===== src/rtl/ctr_drbg_generate.sv =====
// CTR_DRBG generate stage: streams enc(key, V+i) blocks, then post-updates key/V with
// the additional input and tracks requests since the last reseed.
module ctr_drbg_generate #(
   parameter int unsigned NB_W         = 8,
   parameter int unsigned CTR_LEN      = 32,
   parameter int unsigned RESEED_W     = 16,
   parameter int unsigned RESEED_LIMIT = 16
) (
   input  logic              clk,
   input  logic              rst,
   input  logic              start,
   input  logic [NB_W-1:0]   num_blocks,
   input  logic [255:0]      key_in,
   input  logic [127:0]      v_in,
   input  logic [383:0]      adin,
   input  logic              reseed,
   input  logic              out_ready,
   output logic              out_valid,
   output logic [127:0]      out_data,
   output logic              out_last,
   output logic              busy,
   output logic              done,
   output logic [255:0]      key_out,
   output logic [127:0]      v_out,
   output logic              reseed_required,
   output logic              err
);

   typedef enum logic [1:0] {IDLE, GEN, UPD} state_t;

   state_t                state, state_nx;
   logic [255:0]          key_r;
   logic [255:0]          adin_r;
   logic [127:0]          v_w;
   logic [NB_W-1:0]       rem;
   logic [RESEED_W-1:0]   reseed_ctr;
   logic                  accept;
   logic                  hs;
   logic                  unused_adin;

   // Only the low 256 bits of the additional input feed the post-update.
   assign unused_adin     = ^adin[383:256];
   assign reseed_required = reseed_ctr > RESEED_W'(RESEED_LIMIT);

   function automatic logic [127:0] inc(input logic [127:0] x);
      return {x[127:CTR_LEN], CTR_LEN'(x[CTR_LEN-1:0] + CTR_LEN'(1))};
   endfunction

   function automatic logic [127:0] enc(input logic [255:0] k, input logic [127:0] x);
      return x ^ k[255:128] ^ k[127:0];
   endfunction

   always_ff @(posedge clk or posedge rst) begin
      if (rst) state <= IDLE;
      else     state <= state_nx;
   end

   always_comb begin
      state_nx = state;
      case (state)
         IDLE:    if (accept) state_nx = (num_blocks == '0) ? UPD : GEN;
         GEN:     if (hs && rem == NB_W'(1)) state_nx = UPD;
         UPD:     state_nx = IDLE;
         default: state_nx = IDLE;
      endcase
   end

   always_comb begin
      busy   = (state != IDLE);
      accept = (state == IDLE) && start && !reseed_required;
      hs     = (state == GEN) && out_valid && out_ready;
   end

   always_ff @(posedge clk or posedge rst) begin
      if (rst) begin
         key_r      <= '0;
         adin_r     <= '0;
         v_w        <= '0;
         rem        <= '0;
         reseed_ctr <= RESEED_W'(1);
         out_valid  <= 1'b0;
         out_data   <= '0;
         out_last   <= 1'b0;
         done       <= 1'b0;
         err        <= 1'b0;
         key_out    <= '0;
         v_out      <= '0;
      end else begin
         done <= 1'b0;
         err  <= 1'b0;
         case (state)
            IDLE: begin
               if (accept) begin
                  key_r  <= key_in;
                  adin_r <= adin[255:0];
                  rem    <= num_blocks;
                  if (num_blocks != '0) begin
                     v_w       <= inc(v_in);
                     out_data  <= enc(key_in, inc(v_in));
                     out_valid <= 1'b1;
                     out_last  <= (num_blocks == NB_W'(1));
                  end else begin
                     v_w <= v_in;
                  end
               end else if (start) begin
                  err <= 1'b1;
               end else if (reseed) begin
                  reseed_ctr <= RESEED_W'(1);
               end
            end
            GEN: begin
               // Output registers only move on a handshake, so they hold under backpressure.
               if (hs) begin
                  if (rem > NB_W'(1)) begin
                     v_w      <= inc(v_w);
                     out_data <= enc(key_r, inc(v_w));
                     out_last <= (rem == NB_W'(2));
                     rem      <= rem - NB_W'(1);
                  end else begin
                     out_valid <= 1'b0;
                     out_last  <= 1'b0;
                  end
               end
            end
            UPD: begin
               key_out <= key_r ^ adin_r;
               v_out   <= v_w ^ adin_r[127:0];
               done    <= 1'b1;
               if (reseed_ctr != '1) reseed_ctr <= reseed_ctr + RESEED_W'(1);
            end
            default: ;
         endcase
      end
   end

endmodule


===== config.mk =====
export PLATFORM = sky130hd
export DESIGN_NAME = ctr_drbg_generate
export DESIGN_NICKNAME = d
export VERILOG_FILES = /design/src/rtl/ctr_drbg_generate.sv
export SDC_FILE = /design/constraint.sdc
export NUM_CORES = 2
export LEC_CHECK = 0
export CAP_MARGIN = 20
export CORE_AREA = 2 2 499 501
export CTS_CLUSTER_DIAMETER = 80
export DETAILED_ROUTE_END_ITERATION = 12
export DIE_AREA = 0 0 501 503
export PLACE_DENSITY = 0.49
export SLEW_MARGIN = 5
export SYNTH_ARGS = -nofsm -noshare
export SYNTH_HDL_FRONTEND = slang
export SYNTH_SLANG_ARGS = --single-unit

===== constraint.sdc =====
create_clock -name clk -period 50.3 [get_ports clk]
set_clock_uncertainty 0.1 [all_clocks]
set_input_delay 5.03 -clock clk [delete_from_list [all_inputs] [get_ports clk]]
set_output_delay 5.03 -clock clk [all_outputs]
set_load 0.1 [all_outputs]

==> flow_summary.toml <==
[route]
remaining_drc_errors = 0
ant_nets = 0
avgRoutedWirePerCell_um = 21.0
routed_wl_um = 221000
first_iter_violations = 3105
firstDrtPassIters = 7
via_count = 45100
via_per_inst = 4.30

[status]
outcome = "finished, final reports clean"

[worst_setup_path]
cp_max_fo = 156
worst_setup_path_end_kind = "flip-flop"
cpMaxStageDelayCell = "buf_4"
cp.depth = 9
arrival_ns = 10.12
path_class = "in2reg"
path_delay_family = "buffers and inverters"
crit_path_cell_trace = "clkdlybuf4s50_1 > nand2_1 > nor2_4 > buf_4 > buf_12 > buf_4 > buf_4 > nand3_1 > nand2_1"
r2r-start = "reseed_ctr[1]"
rrSetupSlack_ns = 44.23
setup.worst_path.start_class = "input port"
worstPathRequired_ns = 50.91
worstSetupStartpoint = "start"
reg2reg_depth = 11
cpPeakStageDelay_ns = 0.91
timing.critical_path.mode_cell = "buf_4"
cp_num_buf_inv = 5

[yosys]
synth_nets = 6857
yosysTopAreaCellShare_pct = 54.0
ys.flop_type = "dfrtp_1"
synth-seq-area-share_pct = 54.0
synth.avg_cell_area_sq_um = 9.02
synthMuxAreaShare_pct = 0.183
async_flop_share_pct = 100
synth_top_family_by_area = "simple AND/OR/NAND/NOR gates"
yosysWarningCount = 0
yosysTopAreaCell = "dfrtp_1"
ys_types = 52
synth-xor-area-share_pct = 15.8
synth_compound_area_share_pct = 7.32
netlist_area_sq_um = 54800
synth-adder-area-share_pct = 0.160
synth_edf_count = 0
yosys.area_share.simple_pct = 19.8
synth_cells = 6069
ys_ff_latch = 1182
ys_top_cells_by_area = "dfrtp_1 54%, xnor2_1 14%, nand2_1 13%"

[cts]
post_cts_buffers = 0
cts_sinks = 1182
clk_pin_slew_worst_paths_ns = 0.06
cts_buffers = 150
cts_max_path_buffers = 3
postCtsHoldBufs = 0
clkLatencyLatePin_ns = 0.80
root_buffer = "clkbuf_16"
cts_tree = "yes"
cts_resized = 0
htreeDepth = 4

[grt]
grt_pass1_wl_um = 317000
antenna_found_initial = 94
overflow = 0
track_usage_pct = 17.0
grt_max_degree = 175
grt_pass1_vias = 45000

[finish]
nNetsFinal = 7899
fillers = 25900
fin_cells = 10500
area_delta_synth_final_pct = 36.5
final_common_cell = "nand2_1"
post-route-util_pct = 30.3
final_area_sq_um = 74800
drive_gt1_share_pct = 4.75
final_cell_mix = "1,913 x nand2_1, 1,181 x dfrtp_1, 1,139 x clkdlybuf4s50_1"

[placement]
place_area_sq_um = 69700
port_buffers = 1170
hpwl_um = 164000
place.gp.congestion = 0.876
placed_cells = 10200

[sta]
worst_pin_slew_ns = 1.23
drv_slew = 0
slew_headroom_pct = 17.6
setup_viol = 0
fmax_mhz = 105
rsz0062_at_grt = "false"
hold_violations = 0
fin_crit_sh_pct = 18.9
tns_ns = 0
post-route-min-period_ns = 9.51

[floorplan]
design.die.area_sq_um = 252000
ios = 1299
fp.dieH_um = 503
start_util_pct = 22.2
core.rowCount = 183
coreArea_sq_um = 247000
die_w_um = 501

[power_and_ir_drop]
leakagePower_nw = 33.1
irDropWorstVdd_mv = 0.0332
powerDensity_nw_per_um2 = 74.6

[min_path]
whs_path_depth = 2
min_path_type = "reg2reg"
min_from = "out_data[86]"

[run]
drv_cap = 0
-- power by group --
group          internal, mW  switching (mW)
Combinational         0.856            1.90
Sequential             1.33           0.395
Clock                 0.643           0.456
-- final timing paths --
kind | end
min in group asynchronous | out_data[38]
hold reg to reg | out_data[86]
setup reg to reg | v_w[124]
max in group asynchronous | key_r[244]
hold / removal | out_data[86]
setup / recovery | v_w[124]
-- synth_stat cells (2+ instances only) --
cell type	instances
and4_1	8
nor3_1	32
a221o_1	7
buf_2	74
and2_1	5
o32ai_1	3
nor2_1	575
or2_2	3
o22ai_1	3
a22o_1	2
or4_1	7
o22a_1	2
a211oi_1	5
buf_6	2
o21ai_0	169
nand2_1	1913
a31oi_1	6
and3_1	9
a311oi_1	2
a22oi_1	2
clkbuf_1	262
xnor2_1	851
nand3_1	140
nand4_1	38
a2bb2oi_1	5
a21o_1	2
buf_1	4
a221oi_1	5
ha_1	7
nor4_1	13
or3_1	3
nand4_2	2
dfrtp_1	1181
mux2i_1	10
inv_1	15
xor2_1	139
o21a_1	2
a21oi_1	543
o211ai_1	3
nor3b_1	3
-- registers in the layout, summed over array words and instances (netlist names) --
name,flops
adin_r,256
done,1
err,1
key_out,256
key_r,256
out_data,128
out_last,1
out_valid,1
rem,8
reseed_ctr,16
state,2
v_out,128
v_w,128
-- area by class of cell --
cell class	instances	area, sq um	area share (%)
diodes	42	105	0.141
clock buffers	214	4280	5.72
clock inverters	54	679	0.909
inverters	16	75.1	0.100
multi-input cells	4529	23800	31.8
flip-flops and latches	1182	29600	39.6
well taps	3237	4050	5.42
repair buffers	1232	12200	16.3
-- stage by stage --
step / hold WS [ns] / worst slack, ns / power, mW
3_5_place_dp: 0.370 / 40.05 / 4.52
4_1_cts: 0.384 / 40.94 / 5.66
6_report: 0.376 / 40.79 / 5.58
5_1_grt: 0.396 / 40.60 / 5.92
3_3_place_gp: 0.363 / 40.06 / 4.49
2_1_floorplan: 0.355 / 11.88 / 3.69
-- kinds of logic after synthesis --
family / count (synthesis)
compound gates: 766
xor+xnor: 990
fa+ha+maj: 7
buf+inv: 358
flops: 1182
mux: 10
simple gates: 2756
-- worst min-delay path, delay by kind of cell, from the launching register on --
family	cells	cell delay, ns
compound gates	1	0.06
flops	1	0.34
simple gates	1	0.04
-- metal layers --
layer	GRT usage, %	vias up	wire [um]
li1	-	21500	-
met1	20.9	21700	90800
met2	27.2	1479	102000
met3	6.40	343	20800
met4	5.66	66	6190
met5	0	-	465
Power figures use the tool's default switching activity.
